File: config.mk
export PLATFORM = sky130hd
export DESIGN_NAME = bus_arbiter8
export DESIGN_NICKNAME = d
export VERILOG_FILES = /design/src/rtl/bus_arbiter8.sv
export SDC_FILE = /design/constraint.sdc
export NUM_CORES = 1
export LEC_CHECK = 0
export CAP_MARGIN = 0
export CORE_ASPECT_RATIO = 1.2
export CORE_MARGIN = 2
export CORE_UTILIZATION = 35
export CTS_CLUSTER_DIAMETER = 150
export DETAILED_ROUTE_END_ITERATION = 7
export PLACE_DENSITY_LB_ADDON = 0.3
export SLEW_MARGIN = 20
export SYNTH_ARGS = -nofsm -noshare
export SYNTH_HDL_FRONTEND = slang
export SYNTH_SLANG_ARGS = --single-unit
File: constraint.sdc
create_clock -name clk -period 9.9 [get_ports clk]
set_input_delay 2.97 -clock clk [delete_from_list [all_inputs] [get_ports clk]]
set_output_delay 2.97 -clock clk [all_outputs]
set_load 0.01 [all_outputs]
File: src/rtl/bus_arbiter8.sv
// rtl/bus_arbiter8.sv - 8-way round-robin bus arbiter with registered one-hot grant.
// Optional burst lock (consecutive beats per grant) enabled by macro BURST_LOCK_EN.
module bus_arbiter8 #(
    parameter int WIDTH     = 16,
    parameter int MAX_BURST = 4
) (
    input  logic               clk,
    input  logic               reset_n,
    input  logic [7:0]         req,
    input  logic [8*WIDTH-1:0] in,
    input  logic               out_ready,
    output logic [7:0]         gnt,
    output logic [7:0]         ack,
    output logic [2:0]         sel,
    output logic [WIDTH-1:0]   out,
    output logic               out_valid,
    output logic               busy
);

    typedef enum logic {
        IDLE  = 1'b0,
        GRANT = 1'b1
    } state_t;

    if (MAX_BURST < 1 || MAX_BURST > 15) begin : g_max_burst_check
        $error("bus_arbiter8: MAX_BURST must be in 1..15");
    end

    state_t     state_q;
    logic [2:0] ptr_q;
    logic [2:0] sel_q;
    logic [7:0] gnt_q;
    logic [2:0] pick;
    logic [2:0] idx;
    logic       transfer;
    logic       req_sel;

`ifdef BURST_LOCK_EN
    localparam logic [3:0] BURST_LAST = 4'(MAX_BURST - 1);
    logic [3:0] cnt_q;
`endif

    // Descending scan so the smallest offset from ptr wins.
    always_comb begin
        pick = ptr_q;
        idx  = '0;
        for (int i = 7; i >= 0; i--) begin
            idx = ptr_q + 3'(i);
            if (req[idx]) begin
                pick = idx;
            end
        end
    end

    assign req_sel   = req[sel_q];
    assign busy      = (state_q == GRANT);
    assign out_valid = busy & req_sel;
    assign transfer  = out_valid & out_ready;
    assign ack       = transfer ? gnt_q : 8'h00;
    assign gnt       = gnt_q;
    assign sel       = sel_q;
    assign out       = busy ? in[32'(sel_q)*WIDTH +: WIDTH] : '0;

    always_ff @(posedge clk or negedge reset_n) begin
        if (!reset_n) begin
            state_q <= IDLE;
            ptr_q   <= 3'd0;
            sel_q   <= 3'd0;
            gnt_q   <= 8'h00;
`ifdef BURST_LOCK_EN
            cnt_q   <= 4'd0;
`endif
        end else begin
            case (state_q)
                IDLE: begin
                    if (|req) begin
                        sel_q   <= pick;
                        gnt_q   <= 8'b1 << pick;
                        state_q <= GRANT;
`ifdef BURST_LOCK_EN
                        cnt_q   <= 4'd0;
`endif
                    end
                end
                GRANT: begin
                    if (!req_sel) begin
                        ptr_q   <= sel_q + 3'd1;
                        gnt_q   <= 8'h00;
                        state_q <= IDLE;
                    end else if (out_ready) begin
`ifdef BURST_LOCK_EN
                        if (cnt_q < BURST_LAST) begin
                            cnt_q <= cnt_q + 4'd1;
                        end else begin
                            ptr_q   <= sel_q + 3'd1;
                            gnt_q   <= 8'h00;
                            state_q <= IDLE;
                        end
`else
                        ptr_q   <= sel_q + 3'd1;
                        gnt_q   <= 8'h00;
                        state_q <= IDLE;
`endif
                    end
                end
                default: state_q <= IDLE;
            endcase
        end
    end

endmodule

## Yosys cells after proc, flatten, opt, wreduce, memory -nomap -nowiden

Cells that the tools add are included.
Widths: inputs -> output; s select.

- Register bits: 15
- Bits in latches: 0
- Bits in writable memories: 0
- ROM bits: 0
- Bits of input ports: 139
- Output and inout bits: 37
- Word-level logic and storage cells: 71
- Memories: 0

- Add/sub/neg operators: 8
- $mul: 0
- Divide/modulo/power cells: 0
- Order comparisons: 9
- Equality and inequality tests: 3
- Shifts and indexed selects: 2
- Mux-type cells: 38
- Bitwise operators: 3
- Reduce and logical (&&, ||, !) cells: 4

Operator list:

| cell | count |
|---|---|
| $shiftx 128x8->16 | 1 |
| $lt 3x4->1 const B | 9 |
| $mux 8 | 4 |
| $mux 3 | 10 |
| $bmux 1 s3 | 9 |
| $mux 16 | 1 |
| $pmux 8 s2 | 1 |
| $add 3x3->3 const B | 4 |
| $mux 1 | 12 |
| $reduce_or 8->1 | 1 |
| $shl 1x3->8 const A | 1 |
| $add 3x1->3 const B | 2 |
| $add 3x2->3 const B | 2 |
| $reduce_and 2->1 | 3 |
| $ne 2x2->1 const B | 2 |
| $ne 3x3->1 const B | 1 |
| $and 1x1->1 | 2 |
| $pmux 1 s2 | 1 |
| $not 1->1 | 1 |

## Longest topological paths before layout

Gate-level depths: netlist of the first run.

- Depth after elaboration: 14
- Depth in mapped cells: 12
- Mapped depth without buffers: 8

## Least setup slack after synthesis of the first run

Ideal clock, no wire load.

- Path type: in2out
- From: in req[7]
- To: out ack[0]
- Data arrival time: 4.052 ns
- Data required time: 6.930 ns
- Path slack: 2.878 ns
- Stages on the path: 5
- Buffers on the path: 1
- Path through: mux4_2 -> mux2i_1 -> nor2b_1 -> clkbuf_1 -> and3_1

- Word-level cells in the longest chain between the ends: 5

RTL lines:

| element | line | source |
|---|---|---|
| from (decl) | 9 | `input logic [7:0] req,` |
| $bmux 1 s3 | 55 | `assign req_sel = req[sel_q];` |
| $mux 1 (implied by the code) | 55 |  |
| $and 1x1->1 | 57 | `assign out_valid = busy & req_sel;` |
| net out_valid | 16 | `output logic out_valid,` |
| $and 1x1->1 | 58 | `assign transfer = out_valid & out_ready;` |
| $mux 8 | 59 | `assign ack = transfer ? gnt_q : 8'h00;` |
| to (decl) | 13 | `output logic [7:0] ack,` |

The timed path passes the listed nets, and every way through them passes these cells. The select of a mux whose other input is x is not followed.

## Worst setup path after layout of the first run

- From: in req[7]
- To: out ack[0]

- Word-level cells in the longest chain between the ends: 5

RTL lines:

| element | line |
|---|---|
| $bmux 1 s3 | 55 |
| $mux 1 (implied by the code) | 55 |
| $and 1x1->1 | 57 |
| $and 1x1->1 | 58 |
| $mux 8 | 59 |

Every way passes these cells. The select of a mux whose other input is x is not followed.

==> results of run 1 <==
## synthesized netlist by cell type (all sizes together) (6+ instances only)
cell | number | area, µm²
nor2 | 12 | 45.0
buf | 10 | 72.6
a21oi | 8 | 40.0
o31ai | 8 | 60.1
inv | 6 | 22.5
dfrtp | 15 | 375
clkbuf | 12 | 50.1
mux2 | 7 | 82.6
mux2i | 30 | 300
and3 | 10 | 62.6
nand2 | 18 | 67.6
mux4 | 42 | 953
nor2b | 19 | 119
## final timing paths
kind                            startpoint  endpoint  slack (ns)  cells past startpoint
worst max-delay path                req[7]    ack[0]        1.59                      6
worst min-delay path                gnt[2]    gnt[2]        0.51                      2
worst max register to register    ptr_q[0]    gnt[4]        6.10                      8
worst min register to register      gnt[2]    gnt[2]        0.51                      2
max in group asynchronous          reset_n    sel[0]        6.32                      1
min in group asynchronous          reset_n    gnt[2]        3.12                      1
## where the power goes
group	switching, W	internal [W]
registers	0.0000611	0.0000846
clock network	0.0000213	0.0000279
logic	0.000504	0.000547
total	0.000586	0.000659
## registers in the layout (all words and copies together), names as in the netlist
name / count
ptr_q: 3
sel: 3
gnt: 8
busy: 1
## area by class of cell
type	count	area share, %
inverters	7	0.584
flip-flops and latches	15	8.37
clock inverters	1	0.111
multi-input cells	207	48.0
well taps	92	2.56
repair buffers	178	39.4
clock buffers	3	0.917
## metrics by stage
step                utilization (%)  hold WS (ns)  std cells
finish                         59.4         0.513        503
detailed placement             58.8         0.507        499
CTS                            59.4         0.519        503
floorplan                         -         0.525        252
global placement               58.8         0.491        499
global route                   59.4         0.545        503
## logic make-up after synthesis
group | Yosys count | share of synthesized area, %
AOI/OAI and AO/OA | 48 | 13.8
xor gates and xnor gates | 4 | 1.30
adders and majority gates | 3 | 1.39
buffers and inverters | 30 | 5.85
DFF | 15 | 13.9
muxes | 79 | 49.6
and+or+nand+nor | 73 | 14.2
## placed cells by master, fill, tap and decap left out, types with 2 or more instances in the layout
master,instances
sky130_fd_sc_hd__a221oi_1,2
sky130_fd_sc_hd__a211oi_1,2
sky130_fd_sc_hd__nand3_1,5
sky130_fd_sc_hd__xor2_1,3
sky130_fd_sc_hd__mux4_1,2
sky130_fd_sc_hd__mux4_2,40
sky130_fd_sc_hd__nor2_1,12
sky130_fd_sc_hd__ha_1,3
sky130_fd_sc_hd__o2bb2ai_1,2
sky130_fd_sc_hd__a22oi_1,2
sky130_fd_sc_hd__and3_1,10
sky130_fd_sc_hd__a32o_1,3
sky130_fd_sc_hd__buf_4,3
sky130_fd_sc_hd__clkbuf_8,3
sky130_fd_sc_hd__inv_1,6
sky130_fd_sc_hd__mux2_2,6
sky130_fd_sc_hd__o221a_2,2
sky130_fd_sc_hd__o211a_1,3
sky130_fd_sc_hd__o31ai_1,8
sky130_fd_sc_hd__a21oi_1,8
sky130_fd_sc_hd__dfrtp_1,14
sky130_fd_sc_hd__nor4_1,3
sky130_fd_sc_hd__nand2_1,18
sky130_fd_sc_hd__o21ai_0,5
sky130_fd_sc_hd__clkdlybuf4s50_1,175
sky130_fd_sc_hd__o211ai_1,2
sky130_fd_sc_hd__mux2i_1,30
sky130_fd_sc_hd__nor2b_1,19
## layer usage
metal  vias to the layer above  GRT usage [%]
met5                         -              0
met4                         0           9.68
met3                        20           5.10
met2                       131           42.7
met1                      1395           24.5
li1                       1341              -
## worst register-to-register path: stages, from the launching register on
cell	delay, ns
sky130_fd_sc_hd__dfrtp_1	0.97
sky130_fd_sc_hd__inv_1	0.26
sky130_fd_sc_hd__ha_1	0.61
sky130_fd_sc_hd__mux4_2	0.44
sky130_fd_sc_hd__o2bb2ai_1	0.15
sky130_fd_sc_hd__a32o_1	0.27
sky130_fd_sc_hd__o31a_1	0.34
sky130_fd_sc_hd__o21ai_0	0.47
sky130_fd_sc_hd__o31ai_1	0.15
==> parameters.txt, run 1 <==
Parameter                              Value

Critical path
  Slowest Stage Delay on Critical Path ... 0.63 ns
  Cell family contributing the most delay on the critical path ... buffers and inverters
  Top fanout value on the critical path ... 10
  Startpoint kind of the worst setup timing path ... primary input
  WP data arrival ... 5.34 ns
  Critical path class ... primary input to output pin
  Worst-path cell chain ... clkdlybuf4s50_1 > mux4_2 > mux2i_1 > nor2b_1 > and3_1 > clkdlybuf4s50_1
  Critical path's most frequent cell ... sky130_fd_sc_hd__clkdlybuf4s50_1
  WP buf/inv ... 2
  Slowest cell on the critical path ... sky130_fd_sc_hd__clkdlybuf4s50_1
  Element type at the critical path end ... output pin
  Required arrival time at the worst endpoint ... 6.93 ns

Global route
  Antenna violations before repair ... 0
  Remaining global-route overflow ... 0
  Number of global-route vias before repair ... 3,023
  Maximum number of pins on one net before global-route repair ... 39
  Aggregate global-route resource usage ... 22.8%
  Global-route wire length before repair ... 15,100 µm

Synth
  Post-synthesis cell count ... 252
  Number of synthesized flops with an enable pin ... 0
  Unique masters post-synth ... 51
  Flop and latch count out of synthesis ... 15
  Post-synth design cell area ... 0.00270 mm²
  Fraction of registers with async set/reset ... 100%
  Most instantiated flip-flop cell in the synthesis netlist ... sky130_fd_sc_hd__dfrtp_1
  Register area share after synthesis ... 13.9%
  Mean Syn Cell Area ... 10.7 µm²
  Synth warn ... 0
  Net count after synthesis ... 394

Finish
  Antenna Cells ... 0
  Sequential cell area ... 377 µm²
  Fillers ... 663
  Share of cells above drive strength 1 ... 14.8%
  Design area ... 0.00450 mm²
  Area used by multi-input combinational logic ... 0.00216 mm²
  Layout Nets ... 554
  Area growth, synth to finish ... 67.0%

Run status
  Result of the run ... finished, final reports clean

Floorplanning
  Area enclosed by the die boundary ... 0.00842 mm²
  I/O pin count ... 176
  Core Rows ... 35
  Chip height ... 100 µm
  Chip width ... 84.1 µm
  Placeable core area ... 0.00758 mm²
  Effective utilization at floorplan ... 35.6%

Clock network
  Cell at the root of the clock tree ... sky130_fd_sc_hd__clkbuf_8
  CTS-repair resized insts ... 0
  Clock Sink Count ... 15
  Cts bufs inserted ... 3
  Clk_lat worst skew ... 0.25 ns
  Count of H-tree levels built during CTS ... 1
  Register clock-pin slew on the reported worst setup and hold paths ... 0.06 ns
  TritonCTS clock tree ... built
  Post-CTS setup buffers ... 0
  Bufs on Longest Clock Path ... 2
  Number of buffers inserted for hold repair after clock tree synthesis ... 0

Power
  Total chip power ... 0.00125 W
  Cell Pwr Density ... 277 mW/mm²
  Largest voltage drop on the vdd net ... 0.186 mV
  Total leakage power ... 1.76 nW

STA
  Slew HR ... 36.0%
  Setup Skew ... 0.00428 ns
  Transition time at the pin with the least slew margin ... 0.960 ns
  TNS Setup ... 0 ns
  Endpoints failing setup ... 0
  Maximum clock rate ... 120 MHz
  Count of final hold-check violations ... 0
  Tmin final ... 8.31 ns
  Setup repair after global routing missed its margin ... no
  Post-route clock period utilization ... 84.0%
  Worst setup margin ... 1.59 ns
  Max Slew Vio Count ... 0

Placement
  Gpl congestion ... 0.882
  Buffers on Ports ... 175
  Dpl ws ... 1.63 ns
  Final HPWL DP ... 8160 µm
  Cell Area, Placed ... 0.00445 mm²

Detailed routing
  Metal-1 WL ... 3340 µm
  Number of antenna-violating nets in the routed design ... 0
  DRC Markers ... 0
  Met2 wire length ... 5330 µm
  Post-detailed-routing wire length ... 9760 µm
  Highest metal used ... met4
  Per-cell routed wire length ... 19.4 µm
  Detailed route wirelength on metal3 ... 744 µm
  Pre-antenna DRT Iters ... 4
  Detailed-route vias per instance ... 5.74
  Starting DRT DRC Count ... 148
  Via count ... 2,887

Run
  Number of max-cap violations ... 0

Worst hold path
  Class of the worst hold path ... flip-flop to flip-flop
Note: power is estimated with default switching activity, not from simulation.
==> run 2: changes to the inputs <==
--- a/config.mk
+++ b/config.mk
@@ -8,7 +8,7 @@
 export CAP_MARGIN = 0
 export CORE_ASPECT_RATIO = 1.2
 export CORE_MARGIN = 2
-export CORE_UTILIZATION = 35
+export CORE_UTILIZATION = 34
 export CTS_CLUSTER_DIAMETER = 150
 export DETAILED_ROUTE_END_ITERATION = 7
 export PLACE_DENSITY_LB_ADDON = 0.3
==> constraint.sdc (replaced) <==
create_clock -name clk -period 6.8 [get_ports clk]
set_input_delay 2.04 -clock clk [delete_from_list [all_inputs] [get_ports clk]]
set_output_delay 2.04 -clock clk [all_outputs]
set_load 0.01 [all_outputs]
==> parameters.txt, run 2 (synthesis results as in run 1) <==
Parameter                              Value

Detailed routing
  Highest metal used ... met4
  Metal-1 WL ... 3500 µm (+4.6%)
  Via count ... 2,880 (-0.24%)
  Met2 wire length ... 5160 µm (-3.4%)
  Detailed-route vias per instance ... 5.73 (-0.24%)
  Pre-antenna DRT Iters ... 4 (unchanged)
  Post-detailed-routing wire length ... 9840 µm (+0.77%)
  Per-cell routed wire length ... 19.6 µm (+0.77%)
  Starting DRT DRC Count ... 111 (-25%)
  Detailed route wirelength on metal3 ... 807 µm (+8.5%)
  Number of antenna-violating nets in the routed design ... 0 (unchanged)
  DRC Markers ... 0 (unchanged)

Worst hold path
  Class of the worst hold path ... flip-flop to flip-flop
  Min-Delay Path Depth ... 2 (unchanged)
  Endpoint with the worst hold slack ... gnt[0]
  Hold_sp ... gnt[0]

Floorplanning
  I/O pin count ... 176 (unchanged)
  Core Rows ... 35 (unchanged)
  Effective utilization at floorplan ... 35.0% (-0.61 points)
  Placeable core area ... 0.00771 mm² (+1.7%)
  Chip width ... 85.3 µm (+1.4%)
  Area enclosed by the die boundary ... 0.00866 mm² (+2.8%)
  Chip height ... 102 µm (+1.4%)

Clock network
  Cell at the root of the clock tree ... sky130_fd_sc_hd__clkbuf_8
  Count of H-tree levels built during CTS ... 1 (unchanged)
  Clk_lat worst skew ... 0.25 ns (about the same)
  Register clock-pin slew on the reported worst setup and hold paths ... 0.07 ns (about the same)
  Bufs on Longest Clock Path ... 2 (unchanged)
  Post-CTS setup buffers ... 0 (unchanged)
  CTS-repair resized insts ... 0 (unchanged)
  Number of buffers inserted for hold repair after clock tree synthesis ... 0 (unchanged)
  Cts bufs inserted ... 3 (unchanged)
  TritonCTS clock tree ... built
  Clock Sink Count ... 15 (unchanged)

Finish
  Antenna Cells ... 0 (unchanged)
  Share of cells above drive strength 1 ... 14.8% (unchanged)
  Flip-flop count of the largest register after layout ... 8 (unchanged)
  Fillers ... 670 (+1.1%)
  Layout Nets ... 554 (unchanged)
  Highest-count cells in the layout ignoring fill and taps ... 175 x sky130_fd_sc_hd__clkdlybuf4s50_1, 40 x sky130_fd_sc_hd__mux4_2, 30 x sky130_fd_sc_hd__mux2i_1
  Leading cell type in the layout, fill and taps excluded ... sky130_fd_sc_hd__clkdlybuf4s50_1
  Area growth, synth to finish ... 67.1% (about the same)

Critical path
  Worst reg2reg setup slack ... 3.00 ns (-3.10 ns)
  Critical path's most frequent cell ... sky130_fd_sc_hd__clkdlybuf4s50_1
  Reg2Reg Capture Point ... gnt[5]
  Top fanout value on the critical path ... 10 (unchanged)
  Critical path class ... primary input to output pin
  Reg2reg start ... ptr_q[0]
  Worst-path cell chain ... clkdlybuf4s50_1 > mux4_2 > mux2i_1 > nor2b_1 > and3_1 > clkdlybuf4s50_1
  WP data arrival ... 4.48 ns (-0.86 ns)
  WP buf/inv ... 2 (unchanged)
  Slowest cell on the critical path ... sky130_fd_sc_hd__clkdlybuf4s50_1
  Startpoint kind of the worst setup timing path ... primary input
  Cell family contributing the most delay on the critical path ... buffers and inverters
  Required arrival time at the worst endpoint ... 4.76 ns (-2.17 ns)
  Length in cells of the worst reg-to-reg path ... 8 (unchanged)
  Slowest Stage Delay on Critical Path ... 0.64 ns (about the same)
  Element type at the critical path end ... output pin

Run status
  Result of the run ... finished, final reports clean

Placement
  Final HPWL DP ... 8170 µm (about the same)
  Gpl congestion ... 0.900 (+2.0%)
  Buffers on Ports ... 175 (unchanged)
  Dpl ws ... 0.402 ns (-1.23 ns)

STA
  Post-route clock period utilization ... 95.9%
  Worst setup margin ... 0.276 ns (-1.31 ns)
  Tmin final ... 6.52 ns
  Maximum clock rate ... 153 MHz
  Count of final hold-check violations ... 0 (unchanged)
  Setup Skew ... 0.00740 ns (+0.00311 ns)
  Endpoints failing setup ... 0 (unchanged)
  Slew HR ... 35.4% (-0.58 points)
  Max Slew Vio Count ... 0 (unchanged)
  Transition time at the pin with the least slew margin ... 0.969 ns (+0.00864 ns)
  Setup repair after global routing missed its margin ... no
  TNS Setup ... 0 ns (unchanged)

Run
  Number of max-cap violations ... 0 (unchanged)

Global route
  Antenna violations before repair ... 0 (unchanged)
  Maximum number of pins on one net before global-route repair ... 38 (-2.6%)
  Aggregate global-route resource usage ... 22.2% (-0.53 points)
  Number of global-route vias before repair ... 2,906 (-3.9%)
  Remaining global-route overflow ... 0 (unchanged)
  Global-route wire length before repair ... 15,100 µm (-0.23%)

Power
  Largest voltage drop on the vdd net ... 0.296 mV (+60%)
  Cell Pwr Density ... 403 mW/mm² (+46%)
  Total leakage power ... 1.76 nW (-0.21%)
-- run 2: cell count changes in the layout (fill, tap and decap cells not counted), sizes merged --
cell,before,now
clkinvlp,0,1
clkinv,2,1
-- run 2: how the worst max path moves through the flow --
stage	end	slack, ns	from	depth (start not counted)
4_1_cts	ack[3]	0.39	req[5]	6
3_3_place_gp	ack[5]	0.47	req[4]	6
6_report	ack[3]	0.28	req[5]	6
3_5_place_dp	ack[3]	0.40	req[4]	6
2_1_floorplan	ack[0]	1.64	req[7]	5
5_1_grt	ack[3]	0.15	req[4]	6
-- run 2: per-layer routing --
metal	vias to the layer above	track usage [%]
li1	1343	-
met1	1380	25.7
met2	135	39.3
met5	-	0
met3	22	5.54
met4	0	9.16
-- run 2: tightest hold or removal path: cells and delay by family (launching register included) --
family	cells	cell delay (ns)
AOI/OAI and AO/OA	1	0.06
DFF	1	0.37
and+or+nand+nor	1	0.06
-- run 2: final cells by class --
cell class                 instances  area, µm²  share of cell area (%)
multi-input combinational        207       2160                    48.0
timing repair buffer             178       1770                    39.4
sequential                        15        377                    8.36
tap                               92        115                    2.56
clock buffer                       3       41.3                   0.917
inverter                           7       26.3                   0.583
clock inverter                     1       7.51                   0.167
-- run 2: per-stage QoR --
step                total power, W  util [%]  cell area (µm²)  hold WS, ns  std cells
finish                     0.00181      58.4             4500        0.527        503
global route               0.00196      58.4             4500        0.552        503
CTS                        0.00182      58.4             4500        0.529        503
detailed placement         0.00174      57.8             4450        0.515        499
global placement           0.00172      57.8             4450        0.485        499
floorplan                  0.00128         -             2700        0.525        252
-- run 2: where the power goes --
group / internal, W / leakage, nW / total (W) / switching (W)
clock: 0.0000412 / 0.0217 / 0.0000735 / 0.0000323
combinational: 0.000796 / 1.55 / 0.00151 / 0.000715
sequential: 0.000123 / 0.187 / 0.000230 / 0.000107
total: 0.000960 / 1.76 / 0.00181 / 0.000854
